**config.mk**
```make
export PLATFORM = sky130hd
export DESIGN_NAME = neopixel_pattern_gen_flat
export DESIGN_NICKNAME = d
export VERILOG_FILES = /design/src/rtl/neopixel_pattern_gen_if.sv /design/src/rtl/neopixel_pattern_gen.sv /design/src/flat_wrapper.sv
export SDC_FILE = /design/constraint.sdc
export NUM_CORES = 1
export LEC_CHECK = 0
export BUFFER_PORTS_ARGS = -buffer_cell sky130_fd_sc_hd__buf_2
export CAP_MARGIN = 20
export CORE_MARGIN = 2
export CORE_UTILIZATION = 35
export DETAILED_ROUTE_END_ITERATION = 7
export SLEW_MARGIN = 0
export SYNTH_ARGS = -nofsm -noshare
export SYNTH_HDL_FRONTEND = slang
export SYNTH_SLANG_ARGS = --single-unit
export TNS_END_PERCENT = 100
```
**constraint.sdc**
```tcl
create_clock -name clk -period 4.3 [get_ports clk]
set_clock_uncertainty 0.15 [all_clocks]
set_input_delay 0.43 -clock clk [delete_from_list [all_inputs] [get_ports clk]]
set_output_delay 0.43 -clock clk [all_outputs]
set_load 0.05 [all_outputs]
```
**src/rtl/neopixel_pattern_gen_if.sv**
```systemverilog
// Control/data bundle between a pattern source and its neopixel transmitter side.
// master drives the controls and transmitter pulses; slave is the pattern generator.
interface neopixel_pattern_gen_if;
   logic        tick;
   logic        rd_next;
   logic        dir;
   logic        pause;
   logic        load_en;
   logic [7:0]  load_idx;
   logic [23:0] load_color;
   logic [23:0] pix_data;
   logic        msg_typ;
   logic        frame_done;
   logic [15:0] step_count;

   modport master (
      output tick, rd_next, dir, pause, load_en, load_idx, load_color,
      input  pix_data, msg_typ, frame_done, step_count
   );

   modport slave (
      input  tick, rd_next, dir, pause, load_en, load_idx, load_color,
      output pix_data, msg_typ, frame_done, step_count
   );
endinterface

```
**src/rtl/neopixel_pattern_gen.sv**
```systemverilog
// Rotating palette pattern source: NPIX pixel messages then RESET_SLOTS reset messages per frame.
// Zero-latency outputs from registers; two rd_next pulses consume one message; rotation applied only at frame wrap.
module neopixel_pattern_gen #(
   parameter int NPIX        = 18,
   parameter int NCOLORS     = 6,
   parameter int RESET_SLOTS = 14,
   parameter int TICK_DIV    = 512,
   parameter logic [24*NCOLORS-1:0] PALETTE_INIT =
      {24'h330033, 24'h000066, 24'h003333, 24'h006600, 24'h333300, 24'h660000}
) (
   input logic clk,
   input logic rst,
   neopixel_pattern_gen_if.slave bus
);
   localparam int SLOTS = NPIX + RESET_SLOTS;
   localparam int PW    = $clog2(SLOTS);
   localparam int CW    = (NCOLORS > 1) ? $clog2(NCOLORS) : 1;
   localparam int TW    = (TICK_DIV > 1) ? $clog2(TICK_DIV) : 1;

   logic [23:0]   palette [NCOLORS];
   logic [PW-1:0] pos;
   logic          half;
   logic [CW-1:0] offset;
   logic [CW-1:0] col_idx;
   logic [CW-1:0] next_off;
   logic [TW-1:0] cnt;
   logic          step_pend;
   logic          frame_done;
   logic [15:0]   step_count;
   logic          period_done;
   logic          wrap;
   logic          apply;

   always_comb begin
      period_done = bus.tick && !bus.pause && (cnt == TW'(TICK_DIV - 1));
      wrap        = bus.rd_next && half && (pos == PW'(SLOTS - 1));
      apply       = wrap && step_pend && !bus.pause;
      next_off    = offset;
      if (apply) begin
         if (bus.dir)
            next_off = (offset == '0) ? CW'(NCOLORS - 1) : offset - CW'(1);
         else
            next_off = (offset == CW'(NCOLORS - 1)) ? '0 : offset + CW'(1);
      end
   end

   always_ff @(posedge clk) begin
      if (rst) begin
         pos        <= '0;
         half       <= 1'b0;
         offset     <= '0;
         col_idx    <= '0;
         cnt        <= '0;
         step_pend  <= 1'b0;
         frame_done <= 1'b0;
         step_count <= '0;
         for (int i = 0; i < NCOLORS; i++)
            palette[i] <= PALETTE_INIT[i*24 +: 24];
      end else begin
         frame_done <= 1'b0;

         for (int i = 0; i < NCOLORS; i++)
            if (bus.load_en && (32'(bus.load_idx) == i))
               palette[i] <= bus.load_color;

         if (bus.tick && !bus.pause)
            cnt <= (cnt == TW'(TICK_DIV - 1)) ? '0 : cnt + TW'(1);

         // A period completing on the wrap cycle re-arms after the old step is consumed
         if (period_done)
            step_pend <= 1'b1;
         else if (apply)
            step_pend <= 1'b0;

         if (bus.rd_next) begin
            half <= ~half;
            if (half) begin
               if (wrap) begin
                  pos        <= '0;
                  frame_done <= 1'b1;
                  offset     <= next_off;
                  col_idx    <= next_off;
                  if (apply)
                     step_count <= step_count + 16'd1;
               end else begin
                  pos <= pos + PW'(1);
                  if (32'(pos) < NPIX - 1)
                     col_idx <= (col_idx == CW'(NCOLORS - 1)) ? '0 : col_idx + CW'(1);
               end
            end
         end
      end
   end

   assign bus.pix_data   = palette[col_idx];
   assign bus.msg_typ    = (32'(pos) < NPIX);
   assign bus.frame_done = frame_done;
   assign bus.step_count = step_count;
endmodule
```
**src/flat_wrapper.sv**
```systemverilog
// flat-port wrapper written by rule: the top's interface ports become plain ports
module neopixel_pattern_gen_flat 
#(
   parameter int NPIX        = 18,
   parameter int NCOLORS     = 6,
   parameter int RESET_SLOTS = 14,
   parameter int TICK_DIV    = 512,
   parameter logic [24*NCOLORS-1:0] PALETTE_INIT =
      {24'h330033, 24'h000066, 24'h003333, 24'h006600, 24'h333300, 24'h660000}
)
  (clk, rst, bus_tick, bus_rd_next, bus_dir, bus_pause, bus_load_en, bus_load_idx, bus_load_color, bus_pix_data, bus_msg_typ, bus_frame_done, bus_step_count);
  neopixel_pattern_gen_if bus_i ();
  input logic clk;
  input logic rst;
  input wire logic [$bits(bus_i.tick)-1:0] bus_tick;
  input wire logic [$bits(bus_i.rd_next)-1:0] bus_rd_next;
  input wire logic [$bits(bus_i.dir)-1:0] bus_dir;
  input wire logic [$bits(bus_i.pause)-1:0] bus_pause;
  input wire logic [$bits(bus_i.load_en)-1:0] bus_load_en;
  input wire logic [$bits(bus_i.load_idx)-1:0] bus_load_idx;
  input wire logic [$bits(bus_i.load_color)-1:0] bus_load_color;
  output wire logic [$bits(bus_i.pix_data)-1:0] bus_pix_data;
  output wire logic [$bits(bus_i.msg_typ)-1:0] bus_msg_typ;
  output wire logic [$bits(bus_i.frame_done)-1:0] bus_frame_done;
  output wire logic [$bits(bus_i.step_count)-1:0] bus_step_count;
  assign bus_i.tick = bus_tick;
  assign bus_i.rd_next = bus_rd_next;
  assign bus_i.dir = bus_dir;
  assign bus_i.pause = bus_pause;
  assign bus_i.load_en = bus_load_en;
  assign bus_i.load_idx = bus_load_idx;
  assign bus_i.load_color = bus_load_color;
  assign bus_pix_data = bus_i.pix_data;
  assign bus_msg_typ = bus_i.msg_typ;
  assign bus_frame_done = bus_i.frame_done;
  assign bus_step_count = bus_i.step_count;
  neopixel_pattern_gen #(.NPIX(NPIX), .NCOLORS(NCOLORS), .RESET_SLOTS(RESET_SLOTS), .TICK_DIV(TICK_DIV), .PALETTE_INIT(PALETTE_INIT)) u_core (.clk(clk), .rst(rst), .bus(bus_i));
endmodule
```
==> results.cfg <==
[outcome]
status = completed

[floorplanning]
initial_utilization_pct = 35.7
io-pin-count = 81
die_h_um = 159
dieArea_um2 = 25300
rows = 56
core_area_um2 = 23500
die_w_um = 159

[sta]
fin_crit_ns = 3.11
fmax_mhz = 322
post-route-period-util_pct = 72.3
hold_viol = 0
setup_viol = 0
tightest_slew_ns = 1.05
slew_viol_final = 0
rsz0062_at_grt = false
relSlewSlack_pct = 30.3
fin_tns_setup_ns = 0

[logic_synthesis]
syn_area_um2 = 8400
async_flop_share_pct = 0
synth_edf_count = 144
synth_flop_cell = edfxtp_1
synth_seq_cells = 186
seq_area_frac_synth_pct = 61.5
ys_types = 46
synth_nets = 708
netlist_instances = 663
syn_area_per_cell_um2 = 12.7
ys_warn_count = 0

[drt]
via_count = 5278
ant_nets = 0
post_drt_wl_per_cell_um = 16.9
dr.first_iter.drc_count = 308
drc = 0
vias_per_cell = 4.94
first_pass_iters = 5
routed_wl_mm = 18.1

[power_and_ir_drop]
comb_power_share_pct = 7.5
power_mw = 4.04
p_seq_share_pct = 50.6
p_leak_nw = 3.43
p_sw_mw = 0.944
ir_drop_uv = 252
power_density_nw_per_um2 = 409
p_int_mw = 3.10
switching_share_pct = 23.4
clkPwrFrac_pct = 42.0

[critical_path]
cp.arrival_ns = 3.31
cpPeakStageDelay_ns = 0.60
critPathLaunchType = flop
critPathCaptureType = flop
crit_slowest_cell = or3_1
worstSetupPathType = reg2reg
cp_common_cell = ha_1
critPathBufInv = 0
worstPathRequired_ns = 4.51
cpLargestDelayFamily = simple AND/OR/NAND/NOR gates
crit-reg2reg-launch = u_core.pos[1]
crit_start = u_core.pos[1]
timing.critical_path.fanout_max = 14
crit_chain = ha_1 > and3_1 > ha_1 > nand3_1 > or3_1 > or4_1 > a21oi_1

[clock_network]
clkLatencyLatePin_ns = 0.42
root_buffer = clkbuf_16
cts.clk_slew.worst_paths_ns = 0.07
hold_buffers = 0
clk_path_buf_depth = 2
cts_buffers = 17
cts_tree = built
cts_resized = 0
htree_levels = 4
cts_setup_buffers = 0
clkSinkCount = 186

[cells_and_area]
layout_commonest_cell = edfxtp_1
layout_common_cells = 144 x edfxtp_1, 109 x and2_1, 80 x buf_2, 55 x nor2_1, 42 x a21oi_1
finalNetCount = 783
finalInstanceArea_um2 = 9880
syn2layout_area_growth_pct = 17.6
n_antenna_cell = 0
drive_gt1_share_pct = 21.7

[global_routing]
grt_use_total_pct = 14.6
grt_pass1_wl_mm = 28.5
grt_pass1_vias = 5168
antenna_found_initial = 1
grt_max_degree = 49
grt-ovfl-total = 0

[placed_design]
gp_congestion = 0.711
post_dp_cell_area_um2 = 9240
port_buffers = 80
hpwlAfterDp_mm = 11.1

[worst_hold_path]
hold_path.startpoint = bus_rd_next
hold_path_class = in2reg

[run]
cap_violations = 0
## cells in the mapped netlist, types with 2 or more instances
| master | count | area share (%) |
|---|---|---|
| xnor2_1 | 10 | 1.0 |
| a41oi_1 | 2 | 0.21 |
| o21ai_0 | 12 | 0.71 |
| nand4_1 | 6 | 0.45 |
| ha_1 | 6 | 0.89 |
| o41ai_1 | 2 | 0.21 |
| nor4_1 | 4 | 0.30 |
| nand2_1 | 23 | 1.0 |
| inv_1 | 7 | 0.31 |
| buf_1 | 4 | 0.18 |
| nor2b_1 | 4 | 0.30 |
| or4_1 | 5 | 0.45 |
| nor3_1 | 5 | 0.30 |
| mux2i_1 | 27 | 3.2 |
| nand3b_1 | 3 | 0.27 |
| and2_1 | 109 | 8.1 |
| nand3_1 | 11 | 0.66 |
| dfxtp_1 | 42 | 10 |
| buf_2 | 4 | 0.24 |
| a31oi_1 | 3 | 0.22 |
| a21oi_1 | 42 | 2.5 |
| or3_1 | 23 | 1.7 |
| edfxtp_1 | 144 | 51 |
| nor2_1 | 55 | 2.5 |
| nor3b_1 | 2 | 0.18 |
| or2b_1 | 4 | 0.36 |
| mux4_2 | 24 | 6.4 |
| xor2_1 | 6 | 0.63 |
| and3_1 | 6 | 0.45 |
| o31ai_1 | 7 | 0.63 |
| clkbuf_1 | 30 | 1.3 |
| nand2b_1 | 17 | 1.3 |
## sequential cells by signal, indices dropped and copies added (netlist names), named ones only
register and cells:
u_core.palette 144, u_core.pos 5, u_core.col_idx 3, u_core.cnt 9, u_core.offset 3, u_core.step_pend 1
u_core.bus.frame_done 1, u_core.bus.step_count 16, u_core.half 1
## stage by stage
step	util, %	setup slack (ns)	cells	hold slack [ns]
detailed placement	39.2	1.21	1038	0.335
CTS	42.0	1.16	1069	0.147
floorplan	-	0.242	663	0.317
global route	42.0	0.946	1069	0.163
global placement	39.2	1.34	1038	0.322
finish	42.0	1.19	1069	0.165
## power groups by stage
stage               registers [mW]  logic [mW]  clock network [mW]
floorplan                     2.06       0.219                   0
global placement              2.08       0.306                   0
detailed placement            2.09       0.306                   0
CTS                           2.05       0.306                1.73
global route                  2.05       0.326                1.79
finish                        2.04       0.302                1.70
## layout make-up
| class | instances | area [µm²] |
|---|---|---|
| fill | 2208 | 13700 |
| sequential | 186 | 5170 |
| multi-input combinational | 432 | 3140 |
| timing repair buffer | 94 | 505 |
| clock buffer | 18 | 429 |
| tap | 319 | 399 |
| clock inverter | 13 | 211 |
| inverter | 7 | 26.3 |
## path summary, 6_finish.rpt
| path | cells after the start | endpoint | slack (ns) |
|---|---|---|---|
| min reg2reg | 2 | u_core.bus.step_count[15] | 0.34 |
| max | 7 | u_core.bus.step_count[15] | 1.19 |
| min | 3 | u_core.half | 0.16 |
| max reg2reg | 7 | u_core.bus.step_count[15] | 1.19 |
## worst min-delay path, cell delays in order
cell and delay (ns):
buf_2 0.13, xnor2_1 0.07, nor2_1 0.07
## per-layer routing
| layer | vias up | track usage, % | routed length [µm] | share of wire [%] |
|---|---|---|---|---|
| met4 | 2 | 3.43 | 162 | 0.90 |
| met3 | 15 | 3.45 | 762 | 4.2 |
| met2 | 114 | 24.7 | 8820 | 49 |
| met1 | 2583 | 19.0 | 8300 | 46 |
| met5 | - | 0 | 13 | 0.072 |
| li1 | 2564 | - | - | - |
## cells by family after synthesis
family                     after synthesis  synth area share, %
AOI/OAI and AO/OA                       75                 5.18
DFF                                    186                 61.5
buffers and inverters                   45                 2.07
xor gates and xnor gates                16                 1.67
muxes                                   51                 9.65
adders and majority gates                6                0.894
and+or+nand+nor                        284                 19.0
Power figures use the tool's default switching activity.
